--- src/rtl/lsu_pkg.sv ---
// Shared types and helpers for the load/store unit.
// LSU_MISALIGN_CHK_EN (optional) enables the misalignment check in u_lsu.
package lsu_pkg;

  typedef enum logic [1:0] {IDLE, REQ, WAIT, RESP} lsu_st_e;

  localparam logic [3:0] MSK_B = 4'b0001;
  localparam logic [3:0] MSK_H = 4'b0011;
  localparam logic [3:0] MSK_W = 4'b1111;

  // Extract the low byte/half of an already lane-shifted word and extend it.
  function automatic logic [31:0] lsu_ld_ext(input logic [31:0] sh,
                                             input logic [3:0]  msk,
                                             input logic        sext);
    logic [31:0] r;
    if (msk == MSK_B)      r = {{24{sext & sh[7]}}, sh[7:0]};
    else if (msk == MSK_H) r = {{16{sext & sh[15]}}, sh[15:0]};
    else                   r = sh;
    return r;
  endfunction

  function automatic logic lsu_misaligned(input logic [3:0] msk,
                                          input logic [1:0] off);
    logic r;
    case (msk)
      MSK_H:   r = off[0];
      MSK_W:   r = (off != 2'd0);
      4'b0111, 4'b0101, 4'b1001, 4'b1010, 4'b1011, 4'b1101: r = 1'b1;
      default: r = 1'b0;
    endcase
    return r;
  endfunction

endpackage

--- src/rtl/lsu_align.sv ---
// Combinational lane alignment: shifts store mask/data up to the addressed
// lanes, and shifts load data down then extends it.
module lsu_align
  import lsu_pkg::*;
(
  input  logic [3:0]  msk_i,
  input  logic [1:0]  off_i,
  input  logic [31:0] wd_i,
  output logic [3:0]  be_o,
  output logic [31:0] wd_o,
  input  logic [1:0]  roff_i,
  input  logic [3:0]  rmsk_i,
  input  logic        rsext_i,
  input  logic [31:0] rdata_i,
  output logic [31:0] rd_o
);

  // Lanes shifted past byte 3 fall off the 4-bit result.
  assign be_o = msk_i << off_i;
  assign wd_o = wd_i << {off_i, 3'b000};
  assign rd_o = lsu_ld_ext(rdata_i >> {roff_i, 3'b000}, rmsk_i, rsext_i);

endmodule

--- src/rtl/u_lsu.sv ---
// Load/store unit: one outstanding req/gnt/rvalid transaction with timeout.
// Define LSU_MISALIGN_CHK_EN to reject misaligned requests without a dm_req.
module u_lsu
  import lsu_pkg::*;
#(
  parameter int TIMEOUT_CYC = 255,
  parameter int CNT_W       = 8
) (
  input  logic        clk,
  input  logic        rstn,
  input  logic [31:0] lsu_a,
  input  logic [3:0]  lsu_we,
  input  logic [31:0] lsu_wd,
  input  logic [3:0]  lsu_re,
  input  logic        lsu_sext,
  output logic        lsu_busy,
  output logic        lsu_vld,
  output logic [31:0] lsu_rd,
  output logic        lsu_err,
  output logic        dm_req,
  output logic        dm_we,
  output logic [31:0] dm_a,
  output logic [3:0]  dm_be,
  output logic [31:0] dm_wd,
  input  logic        dm_gnt,
  input  logic        dm_rvalid,
  input  logic [31:0] dm_rdata
);

  lsu_st_e          st_q, st_d;
  logic [CNT_W-1:0] cnt_q, cnt_d;
  logic [31:0]      a_q, a_d, wd_q, wd_d, rd_q, rd_d;
  logic [3:0]       be_q, be_d, msk_q, msk_d;
  logic [1:0]       off_q, off_d;
  logic             we_q, we_d, sext_q, sext_d, err_q, err_d;

  logic        st_req, ld_req, tmo;
  logic [3:0]  msk_in, be_al;
  logic [31:0] wd_al, ld_res;

  // A store mask takes priority over a simultaneous load mask.
  assign st_req = |lsu_we;
  assign ld_req = |lsu_re;
  assign msk_in = st_req ? lsu_we : lsu_re;
  assign tmo    = (cnt_q == CNT_W'(TIMEOUT_CYC));

  lsu_align u_align (
    .msk_i   (msk_in),
    .off_i   (lsu_a[1:0]),
    .wd_i    (lsu_wd),
    .be_o    (be_al),
    .wd_o    (wd_al),
    .roff_i  (off_q),
    .rmsk_i  (msk_q),
    .rsext_i (sext_q),
    .rdata_i (dm_rdata),
    .rd_o    (ld_res)
  );

  always_comb begin
    st_d   = st_q;
    cnt_d  = cnt_q;
    a_d    = a_q;
    wd_d   = wd_q;
    rd_d   = rd_q;
    be_d   = be_q;
    msk_d  = msk_q;
    off_d  = off_q;
    we_d   = we_q;
    sext_d = sext_q;
    err_d  = err_q;
    case (st_q)
      IDLE: begin
        cnt_d = '0;
        if (st_req || ld_req) begin
          a_d    = {lsu_a[31:2], 2'b00};
          be_d   = be_al;
          wd_d   = wd_al;
          we_d   = st_req;
          off_d  = lsu_a[1:0];
          msk_d  = msk_in;
          sext_d = lsu_sext;
          rd_d   = '0;
          err_d  = 1'b0;
          st_d   = REQ;
`ifdef LSU_MISALIGN_CHK_EN
          if (lsu_misaligned(msk_in, lsu_a[1:0])) begin
            err_d = 1'b1;
            st_d  = RESP;
          end
`endif
        end
      end
      REQ: begin
        cnt_d = cnt_q + CNT_W'(1);
        if (dm_gnt) begin
          cnt_d = '0;
          st_d  = we_q ? RESP : WAIT;
        end else if (tmo) begin
          err_d = 1'b1;
          st_d  = RESP;
        end
      end
      WAIT: begin
        cnt_d = cnt_q + CNT_W'(1);
        if (dm_rvalid) begin
          rd_d = ld_res;
          st_d = RESP;
        end else if (tmo) begin
          err_d = 1'b1;
          st_d  = RESP;
        end
      end
      RESP: begin
        cnt_d = '0;
        st_d  = IDLE;
      end
      default: st_d = IDLE;
    endcase
  end

  always_ff @(posedge clk or negedge rstn) begin
    if (!rstn) begin
      st_q   <= IDLE;
      cnt_q  <= '0;
      a_q    <= '0;
      wd_q   <= '0;
      rd_q   <= '0;
      be_q   <= '0;
      msk_q  <= '0;
      off_q  <= '0;
      we_q   <= 1'b0;
      sext_q <= 1'b0;
      err_q  <= 1'b0;
    end else begin
      st_q   <= st_d;
      cnt_q  <= cnt_d;
      a_q    <= a_d;
      wd_q   <= wd_d;
      rd_q   <= rd_d;
      be_q   <= be_d;
      msk_q  <= msk_d;
      off_q  <= off_d;
      we_q   <= we_d;
      sext_q <= sext_d;
      err_q  <= err_d;
    end
  end

  assign dm_req   = (st_q == REQ);
  assign dm_we    = we_q;
  assign dm_a     = a_q;
  assign dm_be    = be_q;
  assign dm_wd    = wd_q;
  assign lsu_busy = (st_q != IDLE);
  assign lsu_vld  = (st_q == RESP);
  assign lsu_rd   = lsu_vld ? rd_q : '0;
  assign lsu_err  = lsu_vld & err_q;

endmodule
--- config.mk ---
export PLATFORM = sky130hd
export DESIGN_NAME = u_lsu
export DESIGN_NICKNAME = d
export VERILOG_FILES = /design/src/rtl/lsu_pkg.sv /design/src/rtl/lsu_align.sv /design/src/rtl/u_lsu.sv
export SDC_FILE = /design/constraint.sdc
export NUM_CORES = 1
export LEC_CHECK = 0
export CORE_ASPECT_RATIO = 1.25
export CORE_MARGIN = 2
export CORE_UTILIZATION = 40
export DETAILED_ROUTE_END_ITERATION = 8
export HOLD_SLACK_MARGIN = 0.1
export PLACE_DENSITY = 0.77
export SLEW_MARGIN = 40
export SYNTH_ARGS = -nofsm -noshare
export SYNTH_HDL_FRONTEND = slang
export SYNTH_HIERARCHICAL = 1
export SYNTH_SLANG_ARGS = --single-unit
--- constraint.sdc ---
create_clock -name clk -period 3.29 [get_ports clk]
set_input_delay 0.987 -clock clk [delete_from_list [all_inputs] [get_ports clk]]
set_output_delay 0.987 -clock clk [all_outputs]
set_load 0.01 [all_outputs]
=== Word-level counts from Yosys, hierarchy flattened ===
Index checks and enable logic that the tools add are counted.

* Logic and storage cells: 59
* Register bits after elaboration: 117
* Output and inout port bits: 105
* Input port bits: 109

* $add $sub $neg: 1
* Reduce and logical (&&, ||, !) cells: 11
* Bitwise gates (word level): 3
* Equal/unequal tests: 10
* Shift operators: 3
* Muxes and demuxes: 20

{| class="wikitable"
|+ Operator list
! kind !! number
|-
| 32-bit 2-to-1 mux || 5
|-
| 32-bit one-hot mux with 2 select lines || 1
|-
| 32-bit by 5-bit left shift with 32-bit output || 1
|-
| 32-bit by 5-bit right shift with 32-bit output || 1
|-
| 8-bit one-hot mux with 3 select lines || 1
|-
| 8-bit by 1-bit adder with 8-bit output, second input constant || 1
|-
| 8-bit equality test, second input constant || 1
|-
| 2-bit 2-to-1 mux || 4
|-
| 8-bit 2-to-1 mux || 1
|-
| 2-bit inequality test, second input constant || 4
|-
| 2-bit one-hot mux with 4 select lines || 1
|-
| 4-bit OR reduction || 2
|-
| 1-bit 2-to-1 mux || 5
|-
| 2-bit equality test, second input constant || 2
|-
| 4-bit by 1-bit equality test with 1-bit output, second input constant || 1
|-
| 4-bit by 2-bit equality test with 1-bit output, second input constant || 1
|-
| 4-bit 2-to-1 mux || 1
|-
| 4-bit AND reduction || 1
|-
| 2-bit nonzero test || 2
|-
| 4-bit by 2-bit left shift with 4-bit output || 1
|-
| 1-bit bitwise AND || 3
|-
| 1-bit one-hot mux with 3 select lines || 1
|-
| 3-bit AND reduction || 1
|-
| 3-bit nonzero test || 1
|-
| 5 further kinds || 5
|}

=== Longest topological paths before layout ===
* Depth after elaboration: 6
* Gate-level depth with buffers: 7
* Mapped depth without buffers: 6

=== Modules after synthesis ===
Netlist, hierarchy kept.

{| class="wikitable"
|+ Modules (own cells, without submodules)
! module !! seq. area each (µm²) !! times used !! cells each !! area an instance (µm²)
|-
| u_lsu || 2927.8 || 1 || 407 || 5252.5
|-
| lsu_align || 0.0 || 1 || 199 || 1342.5
|}

=== Worst setup path after synthesis ===
OpenSTA, ideal clock, no wires.

* Path type: input to register
* Start point: input port lsu_we[0]
* End point: register a_q[10], in the netlist dm_a[10]
* Stages: 4
* Setup slack: 691 ps
* Setup time: 125 ps
* Data arrival time: 2474 ps
* Cell sequence: or4_4 o21ai_4 buf_8 mux2_4

* Longest elaborated chain between the ends: 3

{| class="wikitable"
|+ RTL lines
! element !! RTL line !! text
|-
| start: declaration || u_lsu.sv:12 || <nowiki>input logic [3:0] lsu_we,</nowiki>
|-
| 4-bit OR reduction || u_lsu.sv:42 || <nowiki>assign st_req = |lsu_we;</nowiki>
|-
| 1-bit logical OR || u_lsu.sv:75 || <nowiki>if (st_req || ld_req) begin</nowiki>
|-
| 2-bit AND reduction (no source line) || -- ||
|-
| end signal: assignment || u_lsu.sv:126 || <nowiki>a_q <= '0;</nowiki>
|-
| end signal: assignment || u_lsu.sv:138 || <nowiki>a_q <= a_d;</nowiki>
|-
| end: declaration || u_lsu.sv:32 || <nowiki>logic [31:0] a_q, a_d, wd_q, wd_d, rd_q, rd_d;</nowiki>
|}

No other way between the ends.
A chain may end at the register's enable or synchronous reset.

=== Final worst setup path ===
* Start point: register st_q[0]
* End point: output port lsu_rd[19]

* Longest elaborated chain between the ends: 2

{| class="wikitable"
|+ RTL lines
! element !! RTL line !! text
|-
| start: declaration || u_lsu.sv:30 || <nowiki>lsu_st_e st_q, st_d;</nowiki>
|-
| start signal: assignment || u_lsu.sv:136 || <nowiki>st_q <= st_d;</nowiki>
|-
| 2-bit equality test || u_lsu.sv:156 || <nowiki>assign lsu_vld = (st_q == RESP);</nowiki>
|-
| 32-bit 2-to-1 mux || u_lsu.sv:157 || <nowiki>assign lsu_rd = lsu_vld ? rd_q : '0;</nowiki>
|-
| end: declaration || u_lsu.sv:18 || <nowiki>output logic [31:0] lsu_rd,</nowiki>
|}

No other way between the ends.

==> impl_results.md <==
- Antenna-violating nets left: 0
- Layout cells sized above 1: 16.6%
- Worst R2R Path Depth: 5
- I/O Buffers: 211
- Fin crit share: 92.9%
- Starting Density: 40.7%
- H-Tree Depth: 4
- Chip Width: 119 µm
- Initial antenna violation count: 0
- CP Launch Type: flip-flop
- Switch Pwr: 2.77 mW
- # resized after CTS: 0
- Critical Path AT: 2070 ps
- Fmax: 327 MHz
- Worst hold margin: 471 ps
- Yosys top cell area share: 44.4%
- Synth warn: 6
- DIE AREA: 17,500 µm²
- Vias in the first global route: 5,302
- Max-cap violations: 0
- Comb power frac: 48.0%
- Ant diodes: 0
- Post-synth top cells: dfrtp_1, nand2_1, mux2_4, o21ai_0, and2_1
- DRT Wirelength: 17,500 µm
- # DRC: 0
- RSZ-0062 raised after global routing: false
- Initial DRT Pass Iterations: 4
- R2r setup slk: 1210 ps
- GRT Overall Usage: 20.3%
- Number of synthesized flops with an enable pin: 0
- Number of I/O pins: 214
- RD Place Congestion: 0.855
- Row Count: 52
- Synth Instances: 606
- Hold EP: rd_q[8]$_DFFE_PN0P_
- Worst vdd ir: 0.445 mV
- Slew at the pin with the worst max-slew slack: 812 ps
- Core box area: 16,200 µm²
- Slew margin rel.: 45.9%
- Ys async rst share: 100%
- Clock network power share: 23.2%
- Worst-Skew Late Latency: 410 ps
- PD cells: 859 nW/µm²
- Synthesis-to-finish area growth: 43.9%
- Initial DRC count: 298
- Clk sink count: 117
- Synth Area per Inst: 10.9 µm²
- Most common cell in the netlist: dfrtp_1
- Critical path class: reg -> out
- CTS Buffer Depth: 2
- Clock Tree Root: clkbuf_16
- Sw frac: 34.0%
- Final setup TNS: 0 ps
- Total power: 8.15 mW
- Hold path depth: 2
- Critical Path Source: st_q[0]$_DFFE_PN0P_
- Congestion Overflow GR: 0
- RR Endpoint: rd_q[13]$_DFFE_PN0P_
- Final number of hold-violating endpoints: 0
- Design area: 9490 µm²
- First-pass GRT wire length: 28,200 µm
- Die extent in y: 148 µm
- CTS tree: done
- P_leak: 4.19 nW
- Fin nets: 925
- Hold Path Class: reg -> reg
- Layout Cells excl Fill: 1,039
- Clock-pin slew on the worst setup and hold paths: 70 ps
- P_int: 5.38 mW
- Req. time, crit path: 2300 ps
- Count of final max-slew check failures: 0
- Yosys top cell by area: dfrtp_1
- Setup crit end kind: output pin
- Post CTS Setup Buffer Count: 0
- #FFs+latches synth: 117
- Status: complete, no violations
- Vias: 5,225
- Largest net degree at the start of global routing: 65
- Register area share after synthesis: 44.4%
- Unique cell type count in the Yosys netlist: 48
- Min Tclk post-route: 3060 ps
- HPWL after DPL: 12,600 µm
- Synth Flop Type: dfrtp_1
- Post-DP Area: 8880 µm²
- Mapped Area: 6600 µm²
- Dpl cells: 1,007
- Setup Viol. Count Final: 0
- Clk_skew: 14.8 ps
- Hold-fix buffers, CTS: 0
- Drt wl/cell: 16.9 µm
- Sequential share of power: 28.8%
- Area contributors post-synth: dfrtp_1, mux2_4, mux2i_1
- TritonCTS Buffers: 17
- Worst R2R Start: msk_q[3]$_DFFE_PN0P_
- Vias/cell: 5.03
- Maximum fanout along the worst path: 35
- Hold_sp: rd_q[8]$_DFFE_PN0P_
-- placed cells by master (no fill, tap or decap), types with 9 or more instances in the layout --
cell type,n
nand2_1,77
and2_1,43
mux2i_1,42
clkdlybuf4s50_1,209
mux2_4,70
o22ai_1,9
nor2b_1,20
nor2_1,21
nand3_1,11
dfrtp_1,117
a211oi_1,16
a21oi_1,16
buf_4,14
clkbuf_16,17
o21ai_0,48
-- worst max-delay path: stages, from the launching register on --
cell and delay [ps]:
dfrtp_1 380, ha_2 520, and2_1 210, clkdlybuf4s50_1 540
-- worst max-delay path by stage --
stage	endpoint	slack (ps)	cells past startpoint
after floorplan	dm_a[10]$_DFFE_PN0P_	690	4
after CTS	lsu_rd[19]	200	3
after detailed placement	dm_a[11]$_DFFE_PN0P_	160	6
final	lsu_rd[19]	230	3
after global routing	lsu_rd[7]	70	3
after global placement	dm_a[29]$_DFFE_PN0P_	220	6
-- state kept, by name, summed over array words and instances, names as in the netlist --
name    count
dm_be       4
dm_wd      32
off_q       2
err_q       1
msk_q       4
dm_a       30
sext_q      1
rd_q       32
cnt_q       8
st_q        2
dm_we       1
-- through the flow --
stage	utilization, %	setup slack (ps)
5_1_grt	58.6	70.3
3_3_place_gp	54.8	222
3_5_place_dp	54.8	157
6_report	58.6	233
4_1_cts	58.6	197
2_1_floorplan	-	691
-- logic make-up after synthesis --
family | Yosys count | share of synthesized area [%]
flip-flops | 117 | 44.4
AND/OR/NAND/NOR | 186 | 13.9
other | 1 | 0.0569
multiplexers | 119 | 23.5
buffers and inverters | 53 | 4.86
AO/OA/AOI/OAI | 117 | 11.2
adder cells (fa/ha/maj) | 6 | 1.14
XOR/XNOR | 7 | 0.930
-- area by class of cell --
cell class | count | area, µm²
multi-input cells | 437 | 3350
inverters | 8 | 30.0
clock buffers | 18 | 429
well taps | 216 | 270
repair buffers | 229 | 2300
clock inverters | 14 | 176
fillers | 1377 | 6710
flip-flops and latches | 117 | 2930
-- power by group through the flow --
stage / sequential [mW] / clock, mW / combinational (mW)
after global routing: 2.42 / 2.01 / 4.19
after floorplan: 2.45 / 0 / 2.37
after detailed placement: 2.34 / 0 / 3.93
after global placement: 2.35 / 0 / 3.86
after CTS: 2.35 / 1.94 / 3.94
final: 2.35 / 1.90 / 3.91
-- layer usage --
layer / up-vias / share of wire [%] / global-route usage, %
met5: - / 0 / 0
met4: 0 / 1.9 / 7.74
met3: 21 / 5.6 / 5.25
met2: 181 / 49 / 33.4
met1: 2516 / 43 / 25.7
li1: 2507 / - / -
Power figures use the tool's default switching activity.
